File: src/rtl/sprite_line_loader_if.sv
// Bundle between the sprite line loader and the sprite engine / image memory.
// mem_rd qualifies mem_addr; load_en/word_idx mark a returning word and carry no back-pressure.
interface sprite_line_loader_if #(
  parameter int NUM_SPR       = 5,
  parameter int ADDR_W        = 9,
  parameter int WORDS_PER_SPR = 1
);
  localparam int IDX_W = (WORDS_PER_SPR > 1) ? $clog2(WORDS_PER_SPR) : 1;

  logic                      loading_loc;
  logic                      linebegin;
  logic [NUM_SPR-1:0]        spr_active;
  logic [NUM_SPR*ADDR_W-1:0] base_addr;
  logic [ADDR_W-1:0]         mem_addr;
  logic                      mem_rd;
  logic [NUM_SPR-1:0]        load_en;
  logic [IDX_W-1:0]          word_idx;
  logic                      busy;
  logic                      img_load_done;

  modport master (
    output loading_loc, linebegin, spr_active, base_addr,
    input  mem_addr, mem_rd, load_en, word_idx, busy, img_load_done
  );

  modport slave (
    input  loading_loc, linebegin, spr_active, base_addr,
    output mem_addr, mem_rd, load_en, word_idx, busy, img_load_done
  );
endinterface

File: src/rtl/sprite_line_loader.sv
// Per-scanline sprite fetch sequencer: walks the sprite slots, issues image reads
// and steers each returning word to its slot with a latency-aligned one-hot enable.
module sprite_line_loader #(
  parameter int NUM_SPR       = 5,
  parameter int ADDR_W        = 9,
  parameter int WORDS_PER_SPR = 1,
  parameter int MEM_LAT       = 1
) (
  input  logic                 clk,
  input  logic                 rst,
  sprite_line_loader_if.slave  bus,
  output logic [1:0]           state_dbg_o
);
  localparam int SLOT_W = (NUM_SPR > 1) ? $clog2(NUM_SPR) : 1;
  localparam int K_W    = (WORDS_PER_SPR > 1) ? $clog2(WORDS_PER_SPR) : 1;
  localparam int CNT_W  = (MEM_LAT > 1) ? $clog2(MEM_LAT) : 1;

  typedef enum logic [1:0] {IDLE = 2'd0, SCAN = 2'd1, DRAIN = 2'd2} state_e;

  state_e             state_q, state_d;
  logic [SLOT_W-1:0]  slot_q, slot_d;
  logic [K_W-1:0]     k_q, k_d;
  logic [NUM_SPR-1:0] mask_q, mask_d;
  logic [ADDR_W-1:0]  base_q [NUM_SPR];
  logic [ADDR_W-1:0]  base_d [NUM_SPR];
  logic               pending_q, pending_d;
  logic               ll_dly_q;
  logic [CNT_W-1:0]   cnt_q, cnt_d;
  logic               done_q, done_d;
  logic               rd_q, rd_d;
  logic [ADDR_W-1:0]  addr_q, addr_d;
  logic [NUM_SPR-1:0] pipe_en_q  [MEM_LAT];
  logic [K_W-1:0]     pipe_idx_q [MEM_LAT];
  logic               trigger;

  assign trigger = (bus.linebegin & ~bus.loading_loc) | (ll_dly_q & ~bus.loading_loc);

  always_comb begin
    state_d   = state_q;
    slot_d    = slot_q;
    k_d       = k_q;
    mask_d    = mask_q;
    base_d    = base_q;
    pending_d = pending_q;
    cnt_d     = cnt_q;
    done_d    = 1'b0;
    case (state_q)
      IDLE: begin
        if (trigger || pending_q) begin
          state_d   = SCAN;
          mask_d    = bus.spr_active;
          for (int i = 0; i < NUM_SPR; i++) base_d[i] = bus.base_addr[i*ADDR_W +: ADDR_W];
          slot_d    = '0;
          k_d       = '0;
          pending_d = 1'b0;
        end
      end
      SCAN: begin
        if (trigger) pending_d = 1'b1;
        if (mask_q[slot_q] && (k_q != K_W'(WORDS_PER_SPR - 1))) begin
          k_d = k_q + K_W'(1);
        end else begin
          k_d = '0;
          if (slot_q == SLOT_W'(NUM_SPR - 1)) begin
            state_d = DRAIN;
            slot_d  = '0;
            cnt_d   = '0;
          end else begin
            slot_d = slot_q + SLOT_W'(1);
          end
        end
      end
      DRAIN: begin
        if (trigger) pending_d = 1'b1;
        if (cnt_q == CNT_W'(MEM_LAT - 1)) begin
          state_d = IDLE;
          done_d  = 1'b1;
        end else begin
          cnt_d = cnt_q + CNT_W'(1);
        end
      end
      default: state_d = IDLE;
    endcase
    // The read for the next cycle is decided from next-state values so mem_rd/mem_addr stay registered.
    rd_d   = (state_d == SCAN) && mask_d[slot_d];
    addr_d = base_d[slot_d] + ADDR_W'(k_d);
  end

  always_ff @(posedge clk) begin
    if (rst) begin
      state_q   <= IDLE;
      slot_q    <= '0;
      k_q       <= '0;
      mask_q    <= '0;
      for (int i = 0; i < NUM_SPR; i++) base_q[i] <= '0;
      pending_q <= 1'b0;
      ll_dly_q  <= 1'b0;
      cnt_q     <= '0;
      done_q    <= 1'b0;
      rd_q      <= 1'b0;
      addr_q    <= '0;
      for (int i = 0; i < MEM_LAT; i++) begin
        pipe_en_q[i]  <= '0;
        pipe_idx_q[i] <= '0;
      end
    end else begin
      state_q   <= state_d;
      slot_q    <= slot_d;
      k_q       <= k_d;
      mask_q    <= mask_d;
      base_q    <= base_d;
      pending_q <= pending_d;
      ll_dly_q  <= bus.loading_loc;
      cnt_q     <= cnt_d;
      done_q    <= done_d;
      rd_q      <= rd_d;
      if (rd_d) addr_q <= addr_d;
      // Tag of the read currently on the bus enters the latency pipeline.
      pipe_en_q[0]  <= rd_q ? (NUM_SPR'(1) << slot_q) : '0;
      pipe_idx_q[0] <= rd_q ? k_q : '0;
      for (int i = 1; i < MEM_LAT; i++) begin
        pipe_en_q[i]  <= pipe_en_q[i-1];
        pipe_idx_q[i] <= pipe_idx_q[i-1];
      end
    end
  end

  assign bus.mem_addr      = addr_q;
  assign bus.mem_rd        = rd_q;
  assign bus.load_en       = pipe_en_q[MEM_LAT-1];
  assign bus.word_idx      = pipe_idx_q[MEM_LAT-1];
  assign bus.busy          = (state_q != IDLE);
  assign bus.img_load_done = done_q;
  assign state_dbg_o       = state_q;
endmodule

File: src/flat_wrapper.sv
// flat-port wrapper written by rule: the top's interface ports become plain ports
module sprite_line_loader_flat 
#(
  parameter int NUM_SPR       = 5,
  parameter int ADDR_W        = 9,
  parameter int WORDS_PER_SPR = 1,
  parameter int MEM_LAT       = 1
)
  (clk, rst, state_dbg_o, bus_loading_loc, bus_linebegin, bus_spr_active, bus_base_addr, bus_mem_addr, bus_mem_rd, bus_load_en, bus_word_idx, bus_busy, bus_img_load_done);
  sprite_line_loader_if #(.NUM_SPR(NUM_SPR), .ADDR_W(ADDR_W), .WORDS_PER_SPR(WORDS_PER_SPR)) bus_i ();
  input  logic clk;
  input  logic rst;
  output logic [1:0] state_dbg_o;
  input wire logic [$bits(bus_i.loading_loc)-1:0] bus_loading_loc;
  input wire logic [$bits(bus_i.linebegin)-1:0] bus_linebegin;
  input wire logic [$bits(bus_i.spr_active)-1:0] bus_spr_active;
  input wire logic [$bits(bus_i.base_addr)-1:0] bus_base_addr;
  output wire logic [$bits(bus_i.mem_addr)-1:0] bus_mem_addr;
  output wire logic [$bits(bus_i.mem_rd)-1:0] bus_mem_rd;
  output wire logic [$bits(bus_i.load_en)-1:0] bus_load_en;
  output wire logic [$bits(bus_i.word_idx)-1:0] bus_word_idx;
  output wire logic [$bits(bus_i.busy)-1:0] bus_busy;
  output wire logic [$bits(bus_i.img_load_done)-1:0] bus_img_load_done;
  assign bus_i.loading_loc = bus_loading_loc;
  assign bus_i.linebegin = bus_linebegin;
  assign bus_i.spr_active = bus_spr_active;
  assign bus_i.base_addr = bus_base_addr;
  assign bus_mem_addr = bus_i.mem_addr;
  assign bus_mem_rd = bus_i.mem_rd;
  assign bus_load_en = bus_i.load_en;
  assign bus_word_idx = bus_i.word_idx;
  assign bus_busy = bus_i.busy;
  assign bus_img_load_done = bus_i.img_load_done;
  sprite_line_loader #(.NUM_SPR(NUM_SPR), .ADDR_W(ADDR_W), .WORDS_PER_SPR(WORDS_PER_SPR), .MEM_LAT(MEM_LAT)) u_core (.clk(clk), .rst(rst), .bus(bus_i), .state_dbg_o(state_dbg_o));
endmodule
File: config.mk
export PLATFORM = sky130hd
export DESIGN_NAME = sprite_line_loader_flat
export DESIGN_NICKNAME = d
export VERILOG_FILES = /design/src/rtl/sprite_line_loader_if.sv /design/src/rtl/sprite_line_loader.sv /design/src/flat_wrapper.sv
export SDC_FILE = /design/constraint.sdc
export NUM_CORES = 1
export LEC_CHECK = 0
export CORE_MARGIN = 10
export CORE_UTILIZATION = 51
export CTS_BUF_LIST = sky130_fd_sc_hd__clkbuf_4 sky130_fd_sc_hd__clkbuf_8 sky130_fd_sc_hd__clkbuf_16
export DETAILED_ROUTE_END_ITERATION = 16
export HOLD_SLACK_MARGIN = 0.1
export PLACE_DENSITY = 0.76
export SETUP_SLACK_MARGIN = 0.5
export SLEW_MARGIN = 30
export SYNTH_ARGS = -nofsm -noshare
export SYNTH_HDL_FRONTEND = slang
export SYNTH_SLANG_ARGS = --single-unit
File: constraint.sdc
create_clock -name clk -period 4.9 [get_ports clk]
set_clock_uncertainty 0.05 [all_clocks]
set_input_delay 0.98 -clock clk [delete_from_list [all_inputs] [get_ports clk]]
set_output_delay 0.98 -clock clk [all_outputs]
set_load 0.005 [all_outputs]
### After elaboration in Yosys (flattened, before gate mapping)

Memories as Yosys holds them, arrays and structs flattened.
Cells that the tools add are included.

| storage, ports and cells | value |
|---|---|
| register bits after elaboration | 70 |
| RAM bits | 6 |
| input bits | 54 |
| output and inout port bits | 20 |
| word-level logic and storage cells | 92 |
| memories kept | 2 |

Memory list:

| name | depth | width | read ports | clocked after Yosys merged registers in | wr ports | line | source |
|---|---|---|---|---|---|---|---|
| u_core.pipe_en_q | 1 | 5 | 1 | 0 | 1 | sprite_line_loader.sv:32 | `logic [NUM_SPR-1:0] pipe_en_q [MEM_LAT];` |
| u_core.pipe_idx_q | 1 | 1 | 1 | 0 | 1 | sprite_line_loader.sv:33 | `logic [K_W-1:0] pipe_idx_q [MEM_LAT];` |

| operators by class | value |
|---|---|
| $add $sub $neg | 4 |
| $lt $le $gt $ge | 3 |
| equal/unequal tests | 8 |
| shifts and indexed selects | 1 |
| muxes and demuxes | 40 |
| bitwise logic cells | 6 |
| reductions and logical operators | 13 |

Operators by type and width:

| kind | count |
|---|---|
| 2-to-1 mux 45 bit | 2 |
| binary-select mux 9 bit (select 3 bit) | 1 |
| 2-to-1 mux 5 bit | 4 |
| 2-to-1 mux 9 bit | 2 |
| 2-to-1 mux 1 bit | 17 |
| adder 9 x 1 -> 9 bit | 1 |
| 2-to-1 mux 3 bit | 3 |
| < comparator 3 x 4 -> 1 bit (second input constant) | 2 |
| 2-to-1 mux 2 bit | 4 |
| binary-select mux 1 bit (select 3 bit) | 2 |
| inequality test 2 x 1 -> 1 bit (second input constant) | 3 |
| one-hot mux 1 bit (2 select lines) | 3 |
| one-hot mux 2 bit (3 select lines) | 1 |
| one-hot mux 3 bit (2 select lines) | 1 |
| AND reduction 3 bit | 2 |
| nonzero test 2 bit | 3 |
| OR reduction 5 bit | 1 |
| left shift 1 x 3 -> 5 bit (first input constant) | 1 |
| equality test 2 x 1 -> 1 bit (second input constant) | 2 |
| >= comparator 4 bit (second input constant) | 1 |
| inverter 3 -> 4 bit | 1 |
| OR reduction 2 bit | 2 |
| adder 3 x 1 -> 3 bit (second input constant) | 1 |
| equality test 3 bit (second input constant) | 1 |
| other kinds (10) | 14 |

### Logic depth before layout (Yosys ltp)

| depth | value |
|---|---|
| depth in word-level cells | 11 |
| depth in mapped cells | 18 |
| gate-level depth less buffers | 15 |

### Least setup slack after synthesis

Ideal clock, no wire load.

| timing path | value |
|---|---|
| path kind | input to register |
| start point | input bus_linebegin |
| end point | register u_core.addr_q[3] (netlist: u_core.bus.mem_addr[3]) |
| library setup time | 0.060 ns |
| arrival time | 3.929 ns |
| data required time | 4.790 ns |
| path slack | 0.861 ns |
| stages | 14 |
| path buffers | 1 |
| path through | nor2_1 -> nor2_1 -> nor2_1 -> nor2_1 -> clkbuf_1 -> mux4_2 -> mux2i_1 -> o22ai_1 -> ha_1 -> inv_1 -> o32ai_1 -> a21boi_0 -> a2111oi_0 -> a31o_1 |

| between the ends | value |
|---|---|
| longest elaborated chain between the ends | 10 |
| elaborated cells on any way between the ends | 22 |
| classes of those cells | add/sub: 1; eq/ne: 1; mux: 15; bitwise: 3; reduce/logical: 2 |

RTL lines:

| element | line | source |
|---|---|---|
| start: declaration | flat_wrapper.sv:15 | `input wire logic [$bits(bus_i.linebegin)-1:0] bus_linebegin;` |
| bitwise AND 1 bit * | sprite_line_loader.sv:36 | `assign trigger = (bus.linebegin & ~bus.loading_loc) \| (ll_dly_q & ~bus.loading_loc);` |
| OR 1 bit * | sprite_line_loader.sv:36 |  |
| logical OR 1 bit * | sprite_line_loader.sv:49 | `if (trigger \|\| pending_q) begin` |
| 2-to-1 mux 3 bit | sprite_line_loader.sv:49 |  |
| one-hot mux 3 bit (2 select lines) | sprite_line_loader.sv:47 | `case (state_q)` |
| inverter 3 -> 4 bit (not written as such) | sprite_line_loader.sv:86 | `addr_d = base_d[slot_d] + ADDR_W'(k_d);` |
| binary-select mux 9 bit (select 3 bit) | sprite_line_loader.sv:86 |  |
| 2-to-1 mux 9 bit (not written as such) (2 in series) | sprite_line_loader.sv:86 |  |
| adder 9 x 1 -> 9 bit | sprite_line_loader.sv:86 |  |
| end signal: assignment | sprite_line_loader.sv:117 | `if (rd_d) addr_q <= addr_d;` |
| end: declaration | sprite_line_loader.sv:31 | `logic [ADDR_W-1:0] addr_q, addr_d;` |

Mark *: on every way between the ends. The rest lies on a longest branch, timed or not. The select of a mux whose other input is x is not followed.
A chain may end at the register's enable or synchronous reset.

### Final worst setup path

| timing path | value |
|---|---|
| start point | input bus_loading_loc |
| end point | register u_core.addr_q[3] (netlist: u_core.bus.mem_addr[3]) |

| between the ends | value |
|---|---|
| longest elaborated chain between the ends | 11 |
| elaborated cells on any way between the ends | 24 |
| classes of those cells | add/sub: 1; eq/ne: 1; mux: 15; bitwise: 5; reduce/logical: 2 |

RTL lines:

| element | line | source |
|---|---|---|
| start: declaration | flat_wrapper.sv:14 | `input wire logic [$bits(bus_i.loading_loc)-1:0] bus_loading_loc;` |
| inverter 1 bit * | sprite_line_loader.sv:36 |  |
| bitwise AND 1 bit | sprite_line_loader.sv:36 |  |
| OR 1 bit * | sprite_line_loader.sv:36 |  |
| logical OR 1 bit * | sprite_line_loader.sv:49 |  |
| 2-to-1 mux 3 bit | sprite_line_loader.sv:49 |  |
| one-hot mux 3 bit (2 select lines) | sprite_line_loader.sv:47 |  |
| inverter 3 -> 4 bit (not written as such) | sprite_line_loader.sv:86 |  |
| binary-select mux 9 bit (select 3 bit) | sprite_line_loader.sv:86 |  |
| 2-to-1 mux 9 bit (not written as such) (2 in series) | sprite_line_loader.sv:86 |  |
| adder 9 x 1 -> 9 bit | sprite_line_loader.sv:86 |  |

Marks and branches as above.

==> flow_summary.ini <==
[clock_tree]
clk_latency_ns = 0.36
cts_tree = yes
cts_setup_buffers = 0
postCtsHoldBufs = 0
clock_sinks = 75
cts_buffers = 9
htreeDepth = 3
clockBufferDepth = 2
clk_pin_slew_worst_paths_ns = 0.08
cts_root_buf = clkbuf_8

[setup_path]
cp_num_buf_inv = 2
slowest_delay_ns = 0.43
critPathLaunchType = primary input
ff2ff_path_depth = 15
worst_setup_path_end_kind = flip-flop
worst-setup-path-type = in2reg
critical_path.top_delay_family = compound AO/OA/AOI/OAI gates
r2r-end = u_core.bus.mem_addr[3]
worstPathArrival_ns = 4.40
worst-endpoint-required_ns = 5.15
r2r_start = u_core.state_dbg_o[0]
critical_path.max_fanout = 11
crit_slowest_cell = clkdlybuf4s50_1
rrSetupSlack_ns = 1.01
cp-startpoint = bus_loading_loc
worstPathCellList = clkdlybuf4s50_1, o21bai_1, a22o_1, a31oi_1, o22ai_4, or2_1, nand2b_1, o22ai_1, ha_1, inv_1, o32ai_4, a21boi_0, a2111oi_2, a31o_1
cp.depth = 14

[floorplanning]
dieWidth_um = 104
fp-row-count = 30
core_mm2 = 0.00687
die_h_um = 104
start_util_pct = 52.8
ios = 74
dieArea_mm2 = 0.0109

[power_and_ir_drop]
p_total_mw = 1.49
switching_power_uw = 430
vdd_drop_max_v = 0.000250
swShare_pct = 28.8
power.leakage_nw = 1.83
power_density_mw_per_mm2 = 318
pwr-share-seq_pct = 44.6
pwr-share-comb_pct = 23.0
p_int_mw = 1.06
pwr-share-clk_pct = 32.4

[global_routing]
grt_remaining_overflow = 0
grt_pass1_wl_um = 15300
antenna_found_initial = 0
grt.total_usage_pct = 16.6
grt_max_degree = 65
grt_pass1_vias = 3099

[layout]
regArea_mm2 = 0.00150
multiInputGateArea_mm2 = 0.00201
nets = 518
num_antenna_cells = 0
drive_above_1_share_pct = 12.4
stdcell_count = 557
area_growth_pct = 29.2
nFillCells = 540

[place]
dp_hpwl_um = 6840
port_buffers = 73
dpl.cell_count = 541
gp_congestion = 0.924

[worst_hold_path]
min_to = u_core.base_q[26]
hold_class = reg2reg
min_delay_path_depth = 2
hold_start = u_core.base_q[26]

[detailed_routing]
drtIter0Drc = 173
drcViolationCount = 0
routed-via-count = 3029
wl_per_cell_um = 16.4
dr.pass1.iters = 4
vias_per_cell = 5.44
antenna_left = 0
routed_wl_um = 9120

[timing]
rsz0062_at_grt = no
fin_crit_sh_pct = 84.7
finalSetupTns_ns = 0
hold_violations = 0
setup_viol = 0
period_needed_ns = 4.15
finalMaxSlewViolations = 0
worst_pin_slew_ns = 0.851
clock.fmax_mhz = 241
worst_hold_slack_ns = 0.407
relSlewSlack_pct = 43.3

[logic_synthesis]
yosys_warnings = 0
yosys_register_bits = 75
syn_inst = 384
synthFlopType = dfxtp_1
avgSynthCellArea_um2 = 9.45
async_flop_share_pct = 0
synth_area_mm2 = 0.00363
syn-num-nets = 446
ys_seq_area_share_pct = 41.4
synth_edf_count = 0
synth_cell_type_count = 59

[status]
status = finished, final reports clean

[run]
drv_cap = 0
[logic make-up (layout without fill, tap and decap cells)]
logic type / Yosys count / after routing / share of synthesized area, %
compound gates: 68 / 68 / 14.0
xor+xnor: 4 / 4 / 0.966
fa+ha+maj: 8 / 8 / 2.76
buf+inv: 34 / 111 / 4.41
flops: 75 / 75 / 41.4
mux: 54 / 54 / 19.0
simple gates: 141 / 141 / 17.5
[cells in the final DEF, fill, tap and decap left out, types with 3 or more instances in the layout]
cell type        count
clkbuf_8            10
nand3_1              6
ha_1                 8
buf_4               11
dfxtp_1             75
and3_1               3
and2_1               6
nor2b_1              3
inv_1                9
nand2_1             62
mux4_2              12
clkdlybuf4s50_1     72
nand2b_1             3
o31ai_1              3
mux2i_1             42
a2111oi_0            3
a21oi_1             27
nor2_1              43
[metrics by stage]
step / utilization [%] / area (µm²) / worst slack, ns
final: 68.2 / 4690 / 0.751
after CTS: 67.9 / 4660 / 0.528
after global routing: 68.2 / 4690 / 0.520
after floorplan: - / 3630 / 0.861
after detailed placement: 64.8 / 4450 / 0.124
after global placement: 64.8 / 4450 / 0.453
[layer usage]
layer	global-route usage, %	part of all wire [%]	routed length, µm	vias up
met5	0	0	0	-
met4	5.77	1.5	135	0
met3	5.02	5.7	522	13
met2	27.4	48	4390	78
met1	20.1	45	4080	1440
li1	-	-	-	1498
[worst max-delay path by stage]
stage / end / slack (ns)
2_1_floorplan: u_core.bus.mem_addr[3] / 0.86
3_3_place_gp: u_core.bus.mem_addr[3] / 0.45
3_5_place_dp: u_core.bus.mem_addr[3] / 0.12
4_1_cts: u_core.bus.mem_addr[3] / 0.53
5_1_grt: u_core.bus.mem_addr[8] / 0.52
6_report: u_core.bus.mem_addr[3] / 0.75
[worst min-delay path, cell delays in order, from the launching register on]
cell     delay (ns)
dfxtp_1        0.31
nand2_1        0.05
a21oi_1        0.05
[cell type report]
class	count	area share, %
inverter	11	0.881
timing repair buffer	84	17.2
tap	96	2.56
sequential	75	32.0
clock inverter	6	1.39
clock buffer	10	2.94
multi-input combinational	275	43.0
[power by group through the flow]
stage | Combinational (mW) | Clock, mW | Sequential [mW]
after floorplan | 0.220 | 0 | 0.674
after detailed placement | 0.335 | 0 | 0.680
after global placement | 0.328 | 0 | 0.678
after CTS | 0.340 | 0.489 | 0.665
final | 0.343 | 0.484 | 0.666
after global routing | 0.373 | 0.512 | 0.670
[synth_stat cells (2+ instances only)]
master | n | share of area [%]
a22oi_1 | 2 | 0.41
dfxtp_1 | 75 | 41
o21bai_1 | 2 | 0.41
a221oi_1 | 2 | 0.48
nand3_1 | 6 | 0.83
and2_1 | 6 | 1.0
a31oi_1 | 2 | 0.34
clkbuf_1 | 14 | 1.4
nor2b_1 | 3 | 0.52
or2b_1 | 2 | 0.41
mux4_2 | 12 | 7.4
nand2b_1 | 3 | 0.52
o22ai_1 | 2 | 0.34
a21oi_1 | 27 | 3.7
ha_1 | 8 | 2.8
and3_1 | 3 | 0.52
o211ai_1 | 2 | 0.41
buf_2 | 5 | 0.69
inv_2 | 2 | 0.21
o21ai_0 | 2 | 0.28
nor4_1 | 2 | 0.34
or3_1 | 2 | 0.34
a221oi_2 | 2 | 0.83
buf_6 | 3 | 0.93
nor2_1 | 44 | 4.6
nand2_1 | 62 | 6.4
xor2_1 | 2 | 0.48
inv_1 | 9 | 0.93
mux2i_1 | 42 | 12
a2111oi_0 | 4 | 0.97
xnor2_1 | 2 | 0.48
o31ai_1 | 3 | 0.62
[state kept, by name, indices dropped and copies added (netlist names)]
register and flops:
u_core.base_q 45, u_core.bus.mem_addr 9, u_core.mask_q 5, u_core.pipe_en_q 5, u_core.slot_q 3, u_core.state_dbg_o 2
u_core.bus.img_load_done 1, u_core.bus.mem_rd 1, u_core.k_q 1, u_core.ll_dly_q 1, u_core.pending_q 1, u_core.pipe_idx_q 1
[timing repair]
action                     4_1_cts  5_1_grt
setup endpoints to repair        1        2
hold endpoints to repair         0        0
gates resized for setup          2        3
gates cloned                     0        0
Power figures use the tool's default switching activity.
